File: src/rtl/m_parity_rx.sv
// Serial receiver for the XOR-parity link: start bit, DATA_W data bits LSB-first, parity bit.
// The received word is held in an output register with a valid/ready handshake and a sticky overrun flag.
module m_parity_rx #(
    parameter int DATA_W     = 16,
    parameter bit ODD_PARITY = 1'b0
) (
    input  logic              i_clk,
    input  logic              i_rst,
    input  logic              i_bit_valid,
    input  logic              i_bit,
    output logic [DATA_W-1:0] o_data,
    output logic              o_parity_err,
    output logic              o_valid,
    input  logic              i_ready,
    output logic              o_busy,
    output logic              o_overrun
);

    localparam int                CNT_W    = $clog2(DATA_W);
    localparam logic [CNT_W-1:0] CNT_LAST = CNT_W'(DATA_W - 1);

    typedef enum logic [1:0] {
        ST_IDLE,
        ST_DATA,
        ST_PARITY
    } state_t;

    state_t              state_reg,   state_next;
    logic [CNT_W-1:0]    cnt_reg,     cnt_next;
    logic                acc_reg,     acc_next;
    logic [DATA_W-1:0]   shift_reg,   shift_next;
    logic [DATA_W-1:0]   data_reg,    data_next;
    logic                err_reg,     err_next;
    logic                valid_reg,   valid_next;
    logic                overrun_reg, overrun_next;

    logic                shift_wr;
    logic                frame_done;
    logic                frame_err;

    // Each shift-register bit captures the line only when the counter points at it.
    genvar gi;
    generate
        for (gi = 0; gi < DATA_W; gi++) begin : g_shift
            assign shift_next[gi] = (shift_wr && (cnt_reg == CNT_W'(gi))) ? i_bit : shift_reg[gi];
        end
    endgenerate

    assign frame_err = ((acc_reg ^ i_bit) != ODD_PARITY);

    always_comb begin
        state_next = state_reg;
        cnt_next   = cnt_reg;
        acc_next   = acc_reg;
        shift_wr   = 1'b0;
        frame_done = 1'b0;

        case (state_reg)
            ST_IDLE: begin
                if (i_bit_valid && !i_bit) begin
                    state_next = ST_DATA;
                    cnt_next   = '0;
                    acc_next   = 1'b0;
                end
            end
            ST_DATA: begin
                if (i_bit_valid) begin
                    shift_wr = 1'b1;
                    acc_next = acc_reg ^ i_bit;
                    // Counter parks at the last index rather than wrapping.
                    if (cnt_reg == CNT_LAST) begin
                        state_next = ST_PARITY;
                    end else begin
                        cnt_next = cnt_reg + 1'b1;
                    end
                end
            end
            ST_PARITY: begin
                if (i_bit_valid) begin
                    frame_done = 1'b1;
                    state_next = ST_IDLE;
                end
            end
            default: begin
                state_next = ST_IDLE;
            end
        endcase
    end

    always_comb begin
        data_next    = data_reg;
        err_next     = err_reg;
        valid_next   = valid_reg;
        overrun_next = overrun_reg;

        if (frame_done) begin
            // A consumer taking the old word this cycle frees the register for the new one.
            if (!valid_reg || i_ready) begin
                data_next  = shift_reg;
                err_next   = frame_err;
                valid_next = 1'b1;
            end else begin
                overrun_next = 1'b1;
            end
        end else if (valid_reg && i_ready) begin
            valid_next = 1'b0;
        end
    end

    always_ff @(posedge i_clk or posedge i_rst) begin
        if (i_rst) begin
            state_reg   <= ST_IDLE;
            cnt_reg     <= '0;
            acc_reg     <= 1'b0;
            shift_reg   <= '0;
            data_reg    <= '0;
            err_reg     <= 1'b0;
            valid_reg   <= 1'b0;
            overrun_reg <= 1'b0;
        end else begin
            state_reg   <= state_next;
            cnt_reg     <= cnt_next;
            acc_reg     <= acc_next;
            shift_reg   <= shift_next;
            data_reg    <= data_next;
            err_reg     <= err_next;
            valid_reg   <= valid_next;
            overrun_reg <= overrun_next;
        end
    end

    assign o_data       = data_reg;
    assign o_parity_err = err_reg;
    assign o_valid      = valid_reg;
    assign o_busy       = (state_reg != ST_IDLE);
    assign o_overrun    = overrun_reg;

endmodule

File: config.mk
export PLATFORM = sky130hd
export DESIGN_NAME = m_parity_rx
export DESIGN_NICKNAME = d
export VERILOG_FILES = /design/src/rtl/m_parity_rx.sv
export SDC_FILE = /design/constraint.sdc
export NUM_CORES = 1
export LEC_CHECK = 0
export ABC_CLOCK_PERIOD_IN_PS = 2100
export BUFFER_PORTS_ARGS = -buffer_cell sky130_fd_sc_hd__buf_2
export CAP_MARGIN = 40
export CORE_ASPECT_RATIO = 0.9
export CORE_MARGIN = 4
export CORE_UTILIZATION = 56
export DETAILED_ROUTE_END_ITERATION = 16
export HOLD_SLACK_MARGIN = 0.08
export PLACE_DENSITY = 0.78
export SYNTH_ARGS = -nofsm -noshare
export SYNTH_HDL_FRONTEND = slang
export SYNTH_SLANG_ARGS = --single-unit
File: constraint.sdc
create_clock -name i_clk -period 2.1 [get_ports i_clk]
set_input_delay 0.315 -clock i_clk [delete_from_list [all_inputs] [get_ports i_clk]]
set_output_delay 0.315 -clock i_clk [all_outputs]
set_load 0.05 [all_outputs]
Word-level counts from Yosys, hierarchy flattened
Cells that the tools add are included.
- mux-type cells: 18
- $add $sub $neg: 1
- reduce and logical (&&, ||, !) cells: 32
- bitwise operators: 2
- equality and inequality tests: 23
- operator list (kind ; count):
    $eq 4x4->1 const B ; 8
    $logic_and 1x1->1 ; 18
    $eq 4x3->1 const B ; 4
    $mux 4 ; 3
    $ne 2x2->1 const B ; 5
    $eq 4x2->1 const B ; 2
    $mux 1 ; 8
    $mux 2 ; 4
    $pmux 4 s2 ; 1
    $reduce_and 4->1 ; 2
    $pmux 2 s3 ; 1
    $reduce_and 2->1 ; 3
    $reduce_bool 2->1 ; 3
    $add 4x1->4 const B ; 1
    $eq 4x1->1 const B ; 1
    $logic_not 4->1 ; 1
    $reduce_and 3->1 ; 1
    $eq 2x1->1 const B ; 1
    $eq 2x2->1 const B ; 1
    $logic_not 1->1 ; 2
    $logic_not 2->1 ; 1
    $ne 2x1->1 const B ; 1
    $pmux 1 s2 ; 1
    $logic_or 1x1->1 ; 1
    2 further kinds ; 2
- bits of input ports: 5
- output and inout bits: 20
- flip-flop bits (word level): 42
- word-level logic and storage cells: 99

Logic depth before layout (Yosys ltp)
Gate-level depths: netlist of the first run.
- depth in word-level cells: 4
- depth in mapped cells: 6
- depth with buffers taken out: 5

Least setup slack after synthesis of the first run
Ideal clock, no wire load.
- path kind: register to register
- from: register valid_reg (netlist: o_valid)
- to: register data_reg[0] (netlist: o_data[0])
- arrival: 1.467 ns
- setup time: 0.125 ns
- required time: 1.975 ns
- cell stages (with the launch flop): 6
- slack: 0.508 ns
- period minus slack after synthesis: 1.592 ns
- path buffers: 2
- path through: dfrtp_1 -> nand2b_1 -> nor2b_1 -> buf_4 -> buf_6 -> mux2_2
- longest elaborated chain between the ends: 3
- ends and longest elaborated chain (item ; RTL line ; text):
    from (decl) ; 34 ; logic valid_reg, valid_next;
    from (signal assigned) ; 127 ; valid_reg <= valid_next;
    $logic_not 1->1 ; 98 ; if (!valid_reg || i_ready) begin
    $logic_or 1x1->1 ; 98 ;
    $reduce_and 2->1 (no source line) ; - ;
    to (signal assigned) ; 125 ; data_reg <= data_next;
    to (decl) ; 32 ; logic [DATA_W-1:0] data_reg, data_next;
No other way between the ends.
A chain may end at the register's enable or synchronous reset.

Final worst setup path of the first run
- from: register state_reg[0]
- to: output o_busy
- longest elaborated chain between the ends: 1
- ends and longest elaborated chain (item ; RTL line ; text):
    from (decl) ; 28 ; state_t state_reg, state_next;
    from (signal assigned) ; 121 ; state_reg <= state_next;
    $reduce_bool 2->1 ; 135 ; assign o_busy = (state_reg != ST_IDLE);
    to (decl) ; 15 ; output logic o_busy,
No other way between the ends.

==> flow_summary.rst, run 1 <==
.. list-table::
   :header-rows: 1

   * - Metric
     - Value
   * - Max transition margin
     - 66.1%
   * - Critical path fanouts, max
     - 22
   * - Synthesized flop and latch total
     - 42
   * - Clock sink count
     - 42
   * - Num CTS Buffers
     - 5
   * - Clock root buffer
     - sky130_fd_sc_hd__clkbuf_8
   * - Sequential cell area fraction in the yosys report
     - 55.8%
   * - Count of fill cells added during filler insertion
     - 247
   * - Final hold violation count
     - 0
   * - CTS hold repair buffers
     - 0
   * - Count of antenna diodes in the layout
     - 0
   * - Vias/cell
     - 5.78
   * - Ys async rst share
     - 100%
   * - Total global-route track usage
     - 17.8%
   * - Site Rows
     - 19
   * - TritonRoute pass-1 iters
     - 4
   * - Total core area
     - 0.00314 mm^2
   * - Number of global-route vias before repair
     - 1,364
   * - CP required
     - 1780 ps
   * - Origin of the critical flop-to-flop path
     - state_reg[1]
   * - Port Buf Inserts
     - 24
   * - Dpl hpwl
     - 2410 um
   * - Fin. max-slew vios
     - 0
   * - Total routed wirelength
     - 3390 um
   * - Average instance area after synthesis
     - 11.9 um^2
   * - Path depth of the worst reg2reg path
     - 4
   * - Yosys synthesis warning count
     - 0
   * - Yosys cell types
     - 30
   * - Global placement routability congestion
     - 0.978
   * - Static leakage
     - 1.02 nW
   * - Final worst slack
     - 396 ps
   * - Maximum operating frequency
     - 587 MHz
   * - Crit end category
     - primary output
   * - Die Footprint
     - 0.00436 mm^2
   * - Global-route wire length before repair
     - 6230 um
   * - Maximum buffer depth of the clock tree
     - 2
   * - TritonCTS clock tree
     - done
   * - Setup repair after global routing missed its margin
     - no
   * - Class of the most critical hold timing path
     - input port to asynchronous set/reset pin
   * - Clock transition at the registers of the reported paths
     - 80 ps
   * - Post-synth EDFFs
     - 0
   * - Category of the most critical setup path
     - register to primary output
   * - Crit start category
     - register
   * - H-Tree Level Count
     - 2
   * - Largest net degree at the start of global routing
     - 43
   * - Worst hold margin
     - 139 ps
   * - Time the worst path needs with I/O delays and setup
     - 1700 ps
   * - NumNets Final
     - 192
   * - DR WL/cell
     - 15.0 um
   * - Synthesized netlist cell count
     - 158
   * - Reg2reg end
     - o_data[6]
   * - Transition time at the pin with the least slew margin
     - 508 ps
   * - Starting density of the core
     - 60.0%
   * - DIE WIDTH
     - 69.1 um
   * - Worst skew pair latency
     - 300 ps
   * - Total number of vias
     - 1,307
   * - MaxCap Viol Count
     - 0
   * - Overflow after GRT
     - 0
   * - Final cycle utilization of the critical path
     - 81.1%
   * - Worst VDD drop
     - 0.670 mV
   * - Areal power density over the cells
     - 1140 mW/mm^2
   * - Antenna Nets Post-Route
     - 0
   * - Number of resized instances in the post-cts repair step
     - 0
   * - Post-synthesis instance area
     - 0.00188 mm^2
   * - Result of the run
     - complete, no violations
   * - Register-to-register setup slack
     - 510 ps
   * - Die height
     - 63.0 um
   * - Pre-CTS setup slack
     - 550 ps
   * - Remaining DRCs
     - 0
   * - Total negative setup slack
     - 0 ps
   * - Clock Skews
     - 6.85 ps
   * - Layout cells sized above 1
     - 31.0%
   * - Count of boundary I/O pins
     - 25
   * - Antenna violations before repair
     - 0
   * - Flip-flop cell with the highest count after synthesis
     - sky130_fd_sc_hd__dfrtp_1
   * - Final setup violation count
     - 0
   * - First-iteration detailed-routing DRC count
     - 63
   * - Layout Area Growth over Synthesis
     - 12.0%
   * - Setup bufs post-CTS
     - 0
   * - Nets in the synthesized netlist
     - 167
   * - Endpoint arrival time on the critical path
     - 1390 ps
==> cell families (layout without fill, tap and decap cells) <==
group                      count (synthesis)  count (layout)  synth area share, %
DFF                                       42              42                 55.8
AOI/OAI and AO/OA                         40              40                 13.0
and+or+nand+nor                           38              38                 12.3
muxes                                     19              19                 11.4
buffers and inverters                     14              40                 4.38
adders and majority gates                  4               4                 2.66
xor gates and xnor gates                   1               1                0.465
==> through the flow <==
| step | area [um^2] | instances | utilization (%) | power (mW) |
|---|---|---|---|---|
| CTS | 2110 | 226 | 67.2 | 2.42 |
| floorplan | 1880 | 158 | - | 1.74 |
| global placement | 2020 | 218 | 64.3 | 1.87 |
| finish | 2110 | 226 | 67.2 | 2.41 |
| global route | 2110 | 226 | 67.2 | 2.59 |
| detailed placement | 2020 | 218 | 64.3 | 1.91 |
==> worst max-delay path by stage <==
stage	start	to	cells after the start
finish	state_reg[0]	o_busy	3
global route	state_reg[0]	o_busy	3
CTS	state_reg[0]	o_busy	3
detailed placement	state_reg[1]	o_data[6]	4
global placement	state_reg[1]	o_parity_err	4
floorplan	o_valid	o_data[0]	5
==> routing by layer <==
| metal | track usage (%) | vias to the layer above | routed length, um |
|---|---|---|---|
| li1 | - | 625 | - |
| met1 | 20.4 | 646 | 1480 |
| met2 | 30.7 | 30 | 1690 |
| met3 | 6.43 | 6 | 171 |
| met4 | 5.85 | 0 | 45 |
| met5 | 0 | - | 0 |
==> critical path, cell delays in order, from the launching register on <==
cell and delay, ps:
sky130_fd_sc_hd__dfrtp_1 380, sky130_fd_sc_hd__buf_4 200, sky130_fd_sc_hd__or2_2 300, sky130_fd_sc_hd__buf_2 210
==> cells in the mapped netlist, types with 2 or more instances <==
master                     number  area, um^2
sky130_fd_sc_hd__dfrtp_1       42        1050
sky130_fd_sc_hd__o21ai_0       19        95.1
sky130_fd_sc_hd__mux2_2        18         203
sky130_fd_sc_hd__o31ai_1       14         105
sky130_fd_sc_hd__nand3_1       11        55.1
sky130_fd_sc_hd__nand3b_1       6        45.0
sky130_fd_sc_hd__clkbuf_1       5        18.8
sky130_fd_sc_hd__a21oi_1        4        20.0
sky130_fd_sc_hd__ha_1           4        50.1
sky130_fd_sc_hd__inv_1          4        15.0
sky130_fd_sc_hd__nor2b_1        4        25.0
sky130_fd_sc_hd__buf_6          3        33.8
sky130_fd_sc_hd__nand2_1        3        11.3
sky130_fd_sc_hd__buf_4          2        15.0
sky130_fd_sc_hd__nand2b_1       2        12.5
sky130_fd_sc_hd__nand4_1        2        12.5
sky130_fd_sc_hd__nor3_1         2        10.0
==> final cells by class <==
| cell class | instances | area [um^2] | share of cell area, % |
|---|---|---|---|
| clock buffers | 5 | 68.8 | 3.26 |
| inverters | 4 | 15.0 | 0.712 |
| repair buffers | 28 | 150 | 7.12 |
| well taps | 42 | 52.6 | 2.49 |
| clock inverters | 3 | 21.3 | 1.01 |
| flip-flops and latches | 42 | 1050 | 49.9 |
| multi-input cells | 102 | 749 | 35.5 |
==> power breakdown <==
part | internal (mW) | switching (mW)
Clock | 0.233 | 0.274
Combinational | 0.268 | 0.447
Sequential | 1.01 | 0.175
==> cells in the final DEF (no fill, tap or decap), types with 2 or more instances in the layout <==
| cell type | n |
|---|---|
| sky130_fd_sc_hd__inv_1 | 4 |
| sky130_fd_sc_hd__nor2b_1 | 4 |
| sky130_fd_sc_hd__nor3_1 | 2 |
| sky130_fd_sc_hd__nand3_1 | 11 |
| sky130_fd_sc_hd__nand2_1 | 3 |
| sky130_fd_sc_hd__o31ai_1 | 14 |
| sky130_fd_sc_hd__a21oi_1 | 4 |
| sky130_fd_sc_hd__nand2b_1 | 2 |
| sky130_fd_sc_hd__buf_2 | 24 |
| sky130_fd_sc_hd__mux2_2 | 18 |
| sky130_fd_sc_hd__o21ai_0 | 19 |
| sky130_fd_sc_hd__buf_4 | 4 |
| sky130_fd_sc_hd__nand3b_1 | 6 |
| sky130_fd_sc_hd__clkbuf_8 | 5 |
| sky130_fd_sc_hd__dfrtp_1 | 42 |
| sky130_fd_sc_hd__nand4_1 | 2 |
| sky130_fd_sc_hd__ha_1 | 4 |
(Power assumes the default switching activity.)
==> run 2: changes to the inputs <==
ABC_CLOCK_PERIOD_IN_PS = 1650   (was 2100)
clock period = 1.65 ns   (was 2.1 ns; I/O delays follow)
==> run 2 against run 1 <==
Effect of this change: combinational power grew 37%; via count grew 0.54%; critical path depth is the same; cell area grew 4.5%; non-clock buffer count grew 4; count of clock-buffer cells in the layout grew 1; die area is the same; largest cell class unchanged.
==> flow_summary.rst, run 2 (synthesis results as in run 1) <==
.. list-table::
   :header-rows: 1

   * - Metric
     - Value
   * - CP required
     - 1400 ps (-380 ps)
   * - Final Power
     - 3.48 mW (+45%)
   * - Static leakage
     - 1.07 nW (+5.0%)
   * - TritonRoute pass-1 iters
     - 4 (unchanged)
   * - Worst VDD drop
     - 1.26 mV (+87%)
   * - Number of gates on the worst path with buffers counted
     - 3 (unchanged)
   * - Max transition margin
     - 65.5% (-0.63 points)
   * - Setup bufs post-CTS
     - 0 (unchanged)
   * - Transition time at the pin with the least slew margin
     - 518 ps (+9.51 ps)
   * - Starting density of the core
     - 60.0% (unchanged)
   * - Clock transition at the registers of the reported paths
     - 80 ps (about the same)
   * - Vias/cell
     - 5.71 (-1.2%)
   * - Clock root buffer
     - sky130_fd_sc_hd__clkbuf_8
   * - First-iteration detailed-routing DRC count
     - 113 (+79%)
   * - Final cycle utilization of the critical path
     - 95.1%
   * - Worst skew pair latency
     - 300 ps (about the same)
   * - Time the worst path needs with I/O delays and setup
     - 1570 ps
   * - Count of fill cells added during filler insertion
     - 240 (-2.8%)
   * - Total routed wirelength
     - 3630 um (+7.3%)
   * - Critical path fanouts, max
     - 22 (unchanged)
   * - Num CTS Buffers
     - 5 (unchanged)
   * - Register-to-register setup slack
     - 150 ps (-360 ps)
   * - Fin. max-slew vios
     - 0 (unchanged)
   * - Number of global-route vias before repair
     - 1,392 (+2.1%)
   * - Endpoint arrival time on the critical path
     - 1320 ps (-70 ps)
   * - Total negative setup slack
     - 0 ps (unchanged)
   * - Origin of the critical flop-to-flop path
     - cnt_reg[0]
   * - Remaining DRCs
     - 0 (unchanged)
   * - Cell type of the slowest stage on the worst timing path
     - sky130_fd_sc_hd__dfrtp_1
   * - DR WL/cell
     - 15.8 um (+5.5%)
   * - H-Tree Level Count
     - 2 (unchanged)
   * - Layout Area Growth over Synthesis
     - 17.0%
   * - Category of the most critical setup path
     - register to primary output
   * - Die Footprint
     - 0.00436 mm^2 (unchanged)
   * - Number of buffer and inverter stages on the critical path
     - 2 (unchanged)
   * - Antenna violations before repair
     - 0 (unchanged)
   * - Crit end category
     - primary output
   * - Global placement routability congestion
     - 0.851 (-13%)
   * - Clock sink count
     - 42 (unchanged)
   * - Peak per-stage delay on the critical path
     - 390 ps (about the same)
   * - Crit start category
     - register
   * - Clock Skews
     - 2.40 ps (-4.46 ps)
   * - Count of antenna diodes in the layout
     - 0 (unchanged)
   * - Final hold violation count
     - 0 (unchanged)
   * - Endpoint of the most critical setup path
     - o_busy
   * - Antenna Nets Post-Route
     - 0 (unchanged)
   * - Maximum operating frequency
     - 637 MHz
   * - Commonest cells after routing, fill and taps aside
     - sky130_fd_sc_hd__dfrtp_1, sky130_fd_sc_hd__buf_2, sky130_fd_sc_hd__o21ai_0
   * - Total number of vias
     - 1,314 (+0.54%)
   * - Dpl hpwl
     - 2530 um (+5.1%)
   * - Count of boundary I/O pins
     - 25 (unchanged)
   * - Overflow after GRT
     - 0 (unchanged)
   * - Die height
     - 63.0 um (unchanged)
   * - Areal power density over the cells
     - 1580 mW/mm^2 (+38%)
   * - Final setup violation count
     - 0 (unchanged)
   * - Global-route wire length before repair
     - 6370 um (+2.2%)
   * - Startpoint of the worst setup timing path
     - state_reg[0]
   * - Most frequent standard cell in the layout excluding fill and tap cells
     - sky130_fd_sc_hd__dfrtp_1
   * - Port Buf Inserts
     - 24 (unchanged)
   * - Layout cells sized above 1
     - 33.0% (+2.0 points)
   * - Class of the most critical hold timing path
     - input port to asynchronous set/reset pin
   * - Reg2reg end
     - shift_reg[15]
   * - MaxCap Viol Count
     - 0 (unchanged)
   * - Total core area
     - 0.00314 mm^2 (unchanged)
   * - Setup repair after global routing missed its margin
     - no
   * - Maximum buffer depth of the clock tree
     - 2 (unchanged)
   * - Largest net degree at the start of global routing
     - 43 (unchanged)
   * - Worst hold margin
     - 62.7 ps (-75.9 ps)
   * - Family of cells with the greatest summed delay on the critical path
     - flip-flops
   * - Path depth of the worst reg2reg path
     - 4 (unchanged)
   * - DIE WIDTH
     - 69.1 um (unchanged)
   * - Most used cell, CP
     - sky130_fd_sc_hd__buf_6
   * - Ordered cell list for the critical path
     - buf_6 -> or2_2 -> buf_6
   * - Site Rows
     - 19 (unchanged)
   * - Result of the run
     - complete, no violations
   * - NumNets Final
     - 196 (+2.1%)
   * - Total global-route track usage
     - 18.6% (+0.87 points)
   * - TritonCTS clock tree
     - done
-- run 2: through the flow --
step	cell area [um^2]	setup slack (ps)	instances	util [%]
after floorplan	1880	58.2	158	-
after global placement	2050	182	222	65.3
after detailed placement	2050	107	222	65.3
after CTS	2190	3.06	230	69.8
after global routing	2200	21.0	230	70.2
final	2200	80.8	230	70.2
-- run 2: final cells by class --
type / instances / area (um^2) / area share, %
clock buffers: 6 / 82.6 / 3.75
clock inverters: 2 / 60.1 / 2.73
multi-input cells: 102 / 752 / 34.1
inverters: 4 / 15.0 / 0.681
flip-flops and latches: 42 / 1050 / 47.7
repair buffers: 32 / 190 / 8.63
well taps: 42 / 52.6 / 2.39
-- run 2: timing repair --
item / in CTS / in global routing
endpoints found under the setup margin: 0 / 2
hold buffers: 0 / 0
resized for setup: 0 / 5
-- run 2: worst reg2reg max path, stage by stage (launching register included) --
cell and delay (ps):
sky130_fd_sc_hd__dfrtp_1 480, sky130_fd_sc_hd__ha_2 280, sky130_fd_sc_hd__and3_1 240, sky130_fd_sc_hd__nand3_1 120, sky130_fd_sc_hd__mux2_2 290
-- run 2: per-layer routing --
metal | vias to the layer above | track usage, % | routed length [um]
met5 | - | 0 | 0
met4 | 0 | 11.2 | 95
met3 | 10 | 4.34 | 158
met2 | 31 | 31.4 | 1810
met1 | 638 | 21.5 | 1570
li1 | 635 | - | -
-- run 2: how the worst min path moves through the flow --
stage          cells after the start      endpoint  slack (ps)
6_report                           3    o_data[11]          60
5_1_grt                            3    o_data[11]         110
4_1_cts                            3    o_data[13]          80
2_1_floorplan                      1  shift_reg[7]         380
3_3_place_gp                       3     o_data[9]         390
3_5_place_dp                       3    o_data[14]         410
-- run 2: report_power, final --
part           internal [mW]  switching [mW]  total, mW
combinational          0.377           0.599      0.977
sequential              1.29           0.219       1.51
clock                  0.645           0.355       1.00
==> run 3: changes to the inputs <==
ABC_AREA = 1   (was default)
==> run 3 against run 2 <==
Effect of this change: combinational power down 26%; area after synthesis up 3.6%; utilization down 4.1 points; via count up 15%; critical path depth up 4; largest power group unchanged; global-route usage down 0.47 points; sequential share of layout area down 0.27 points; setup slack better by 150 ps; critical path type is now register to register; sequential power down 6%.
==> flow_summary.rst, run 3 <==
.. list-table::
   :header-rows: 1

   * - Metric
     - Value
   * - Top-area cell type share of the netlist area
     - 53.9% (-1.9 points)
   * - Clock transition at the registers of the reported paths
     - 80 ps (about the same)
   * - Antenna Nets Post-Route
     - 0 (unchanged)
   * - Post-synthesis instance area
     - 0.00195 mm^2 (+3.6%)
   * - Clock network power share
     - 27.1% (-1.6 points)
   * - Most used cell, CP
     - sky130_fd_sc_hd__nand2_1
   * - Total core area
     - 0.00335 mm^2 (+6.9%)
   * - Global placement routability congestion
     - 0.834 (-1.9%)
   * - Static leakage
     - 1.25 nW (+16%)
   * - Fin. max-slew vios
     - 0 (unchanged)
   * - Port Buf Inserts
     - 24 (unchanged)
   * - Synthesized netlist cell count
     - 235 (+49%)
   * - TritonRoute pass-1 iters
     - 5 (+1)
   * - Setup repair after global routing missed its margin
     - no
   * - First-iteration detailed-routing DRC count
     - 119 (+5.3%)
   * - Final hold violation count
     - 0 (unchanged)
   * - Max transition margin
     - 65.9% (+0.45 points)
   * - Commonest cells after routing, fill and taps aside
     - sky130_fd_sc_hd__nand2_1, sky130_fd_sc_hd__dfrtp_1, sky130_fd_sc_hd__buf_2
   * - Yosys synthesis warning count
     - 0 (unchanged)
   * - Clock root buffer
     - sky130_fd_sc_hd__clkbuf_8
   * - Worst hold margin
     - 271 ps (+208 ps)
   * - NumNets Final
     - 268 (+37%)
   * - Number of buffer and inverter stages on the critical path
     - 1 (-1)
   * - Endpoint arrival time on the critical path
     - 1610 ps (+290 ps)
   * - Peak per-stage delay on the critical path
     - 450 ps (+60 ps)
   * - Finished Cell Area
     - 0.00222 mm^2 (+0.57%)
   * - Final cycle utilization of the critical path
     - 85.7% (-9.4 points)
   * - Hold path endpoint
     - o_valid
   * - Post-synth EDFFs
     - 0 (unchanged)
   * - Antenna violations before repair
     - 0 (unchanged)
   * - Fin util
     - 66.1% (-4.1 points)
   * - Area post-placement
     - 0.00209 mm^2 (+2.2%)
   * - Critical path fanouts, max
     - 8 (-64%)
   * - Overflow after GRT
     - 0 (unchanged)
   * - Internal power
     - 1.93 mW (-16%)
   * - Pre-CTS setup slack
     - 169 ps (+62.2 ps)
   * - Largest net degree at the start of global routing
     - 43 (unchanged)
   * - Cell type of the slowest stage on the worst timing path
     - sky130_fd_sc_hd__dfrtp_1
   * - Transition time at the pin with the least slew margin
     - 511 ps (-6.81 ps)
   * - Register-to-register setup slack
     - 240 ps (+90 ps)
   * - Largest area contributor in the synthesized netlist
     - sky130_fd_sc_hd__dfrtp_1
   * - Total global-route track usage
     - 18.2% (-0.47 points)
   * - Most frequent standard cell in the layout excluding fill and tap cells
     - sky130_fd_sc_hd__nand2_1
   * - Layout cells sized above 1
     - 16.5% (-16 points)
   * - Clock Skews
     - 4.26 ps (+1.87 ps)
   * - Clock sink count
     - 42 (unchanged)
   * - Cells on Worst Hold Path
     - 4
   * - Crit end category
     - register
   * - Crit start category
     - register
   * - Path depth of the worst reg2reg path
     - 7 (+3)
   * - Power dissipated by switching net loads
     - 1.01 mW (-14%)
   * - Number of global-route vias before repair
     - 1,431 (+2.8%)
   * - Time the worst path needs with I/O delays and setup
     - 1410 ps (-155 ps)
   * - Flip-flop cell with the highest count after synthesis
     - sky130_fd_sc_hd__dfrtp_1
   * - Most area-consuming cells after synthesis
     - sky130_fd_sc_hd__dfrtp_1, sky130_fd_sc_hd__nand2_1, sky130_fd_sc_hd__nand4_1
   * - Num CTS Buffers
     - 5 (unchanged)
   * - Areal power density over the cells
     - 1330 mW/mm^2 (-16%)
   * - Class of the most critical hold timing path
     - input port to register
   * - Count of boundary I/O pins
     - 25 (unchanged)
   * - Final worst slack
     - 235 ps (+155 ps)
   * - Maximum buffer depth of the clock tree
     - 2 (unchanged)
   * - Most common cell in the netlist
     - sky130_fd_sc_hd__nand2_1
   * - Min-Delay Startpoint
     - i_ready
   * - Nets in the synthesized netlist
     - 244 (+46%)
   * - Average instance area after synthesis
     - 8.30 um^2 (-30%)
   * - DIE WIDTH
     - 70.2 um (+1.6%)
   * - Setup bufs post-CTS
     - 0 (unchanged)
   * - Reg2reg end
     - cnt_reg[2]
   * - CP required
     - 1840 ps (+440 ps)
   * - DR WL/cell
     - 11.7 um (-26%)
   * - Maximum operating frequency
     - 707 MHz (+11%)
   * - Ys async rst share
     - 100% (unchanged)
   * - Sequential cell area fraction in the yosys report
     - 53.9% (-1.9 points)
   * - Site Rows
     - 20 (+1)
   * - Final setup violation count
     - 0 (unchanged)
   * - H-Tree Level Count
     - 2 (unchanged)
   * - Synthesized flop and latch total
     - 42 (unchanged)
   * - Result of the run
     - complete, no violations
   * - Vias/cell
     - 4.98 (-13%)
   * - Combinational Power Share
     - 24.7% (-3.3 points)
   * - Proportion of power drawn by flip-flops and latches
     - 48.2% (+5.0 points)
   * - Category of the most critical setup path
     - register to register
   * - Remaining DRCs
     - 0 (unchanged)
   * - Fraction of power spent switching nets
     - 34.4% (+0.69 points)
   * - Ordered cell list for the critical path
     - ha_2 -> nand3_1 -> clkinv_1 -> nand2_1 -> nand2_1 -> nand2_1 -> nand2_1
   * - Layout Area Growth over Synthesis
     - 13.6%
   * - Global-route wire length before repair
     - 6440 um (+1.2%)
   * - Total negative setup slack
     - 0 ps (unchanged)
   * - Starting density of the core
     - 58.2% (-1.8 points)
   * - Family of cells with the greatest summed delay on the critical path
     - simple AND/OR/NAND/NOR gates
   * - Worst skew pair latency
     - 300 ps (about the same)
   * - Count of antenna diodes in the layout
     - 0 (unchanged)
   * - List of most frequent post-synthesis cells
     - sky130_fd_sc_hd__nand2_1, sky130_fd_sc_hd__dfrtp_1, sky130_fd_sc_hd__nand4_1, sky130_fd_sc_hd__nand3_1
   * - Origin of the critical flop-to-flop path
     - cnt_reg[0]
   * - Die height
     - 64.0 um (+1.6%)
   * - Yosys cell types
     - 24 (-20%)
   * - TritonCTS clock tree
     - done
   * - MaxCap Viol Count
     - 0 (unchanged)
   * - Worst VDD drop
     - 0.669 mV (-47%)
   * - Total routed wirelength
     - 3560 um (-1.9%)
   * - Total number of vias
     - 1,515 (+15%)
   * - Dpl hpwl
     - 2540 um (+0.37%)
   * - Die Footprint
     - 0.00449 mm^2 (+3.1%)
==> run 3: cell types whose count changed in the layout (fill, tap and decap cells not counted), sizes merged, moves of 2 or more <==
cell,delta
a21oi,-4
buf,-5
inv,+8
mux2,-19
nand2,+111
nand2b,-2
nand3b,-6
nand4,+14
nor2,+10
nor2b,-4
nor3,-2
o21ai,-11
o31ai,-14
or3b,-2
==> run 3: final cells by class <==
type                    count  area [um^2]
fillers                   288         1140
well taps                  44         55.1
clock inverters             2         37.5
multi-input cells         169          783
repair buffers             28          165
inverters                  13         51.3
flip-flops and latches     42         1050
clock buffers               6         72.6
==> run 3: metrics by stage <==
| stage | std cells | power [mW] |
|---|---|---|
| 2_1_floorplan | 235 | 1.98 |
| 3_3_place_gp | 295 | 2.12 |
| 3_5_place_dp | 295 | 2.16 |
| 4_1_cts | 304 | 2.96 |
| 5_1_grt | 304 | 3.16 |
| 6_report | 304 | 2.94 |
==> run 3: worst max path at each step <==
| stage | from | endpoint | slack [ps] | depth (start not counted) |
|---|---|---|---|---|
| 3_5_place_dp | cnt_reg[0] | cnt_reg[2] | 170 | 7 |
| 6_report | cnt_reg[0] | cnt_reg[2] | 240 | 7 |
| 5_1_grt | cnt_reg[0] | cnt_reg[2] | 70 | 7 |
| 3_3_place_gp | cnt_reg[0] | cnt_reg[2] | 220 | 7 |
| 4_1_cts | cnt_reg[0] | cnt_reg[2] | 160 | 7 |
| 2_1_floorplan | o_valid | o_data[10] | 190 | 6 |
==> run 3: what timing repair did <==
| item | in CTS | in global routing |
|---|---|---|
| resized for setup | 0 | 1 |
| hold buffers | 1 | 0 |
| hold endpoints to repair | 42 | 0 |
| endpoints found under the setup margin | 0 | 2 |
==> run 3: tightest hold or removal path: stages <==
cell	delay, ps
sky130_fd_sc_hd__buf_2	70
sky130_fd_sc_hd__nor2_1	90
sky130_fd_sc_hd__inv_1	80
sky130_fd_sc_hd__nand2_1	50
==> run 3: kinds of logic after synthesis <==
group | Yosys count | share of synthesized area [%]
AOI/OAI and AO/OA | 10 | 2.82
xor gates and xnor gates | 2 | 0.898
adders and majority gates | 4 | 2.57
buffers and inverters | 24 | 6.09
DFF | 42 | 53.9
and+or+nand+nor | 153 | 33.7
==> run 3: power by group through the flow <==
stage	Sequential (mW)	Combinational, mW	Clock [mW]
after floorplan	1.38	0.602	0
after global placement	1.42	0.693	0
after detailed placement	1.43	0.724	0
after CTS	1.41	0.731	0.812
after global routing	1.45	0.841	0.870
final	1.42	0.726	0.798
==> run 3: routing by layer <==
| layer | wire length, um | vias to the layer above | global-route usage (%) | part of all wire, % |
|---|---|---|---|---|
| li1 | - | 795 | - | - |
| met1 | 1670 | 687 | 24.3 | 47 |
| met2 | 1670 | 25 | 28.1 | 47 |
| met3 | 162 | 8 | 6.13 | 4.5 |
| met4 | 67 | 0 | 5.74 | 1.9 |
| met5 | 0 | - | 0 | 0 |
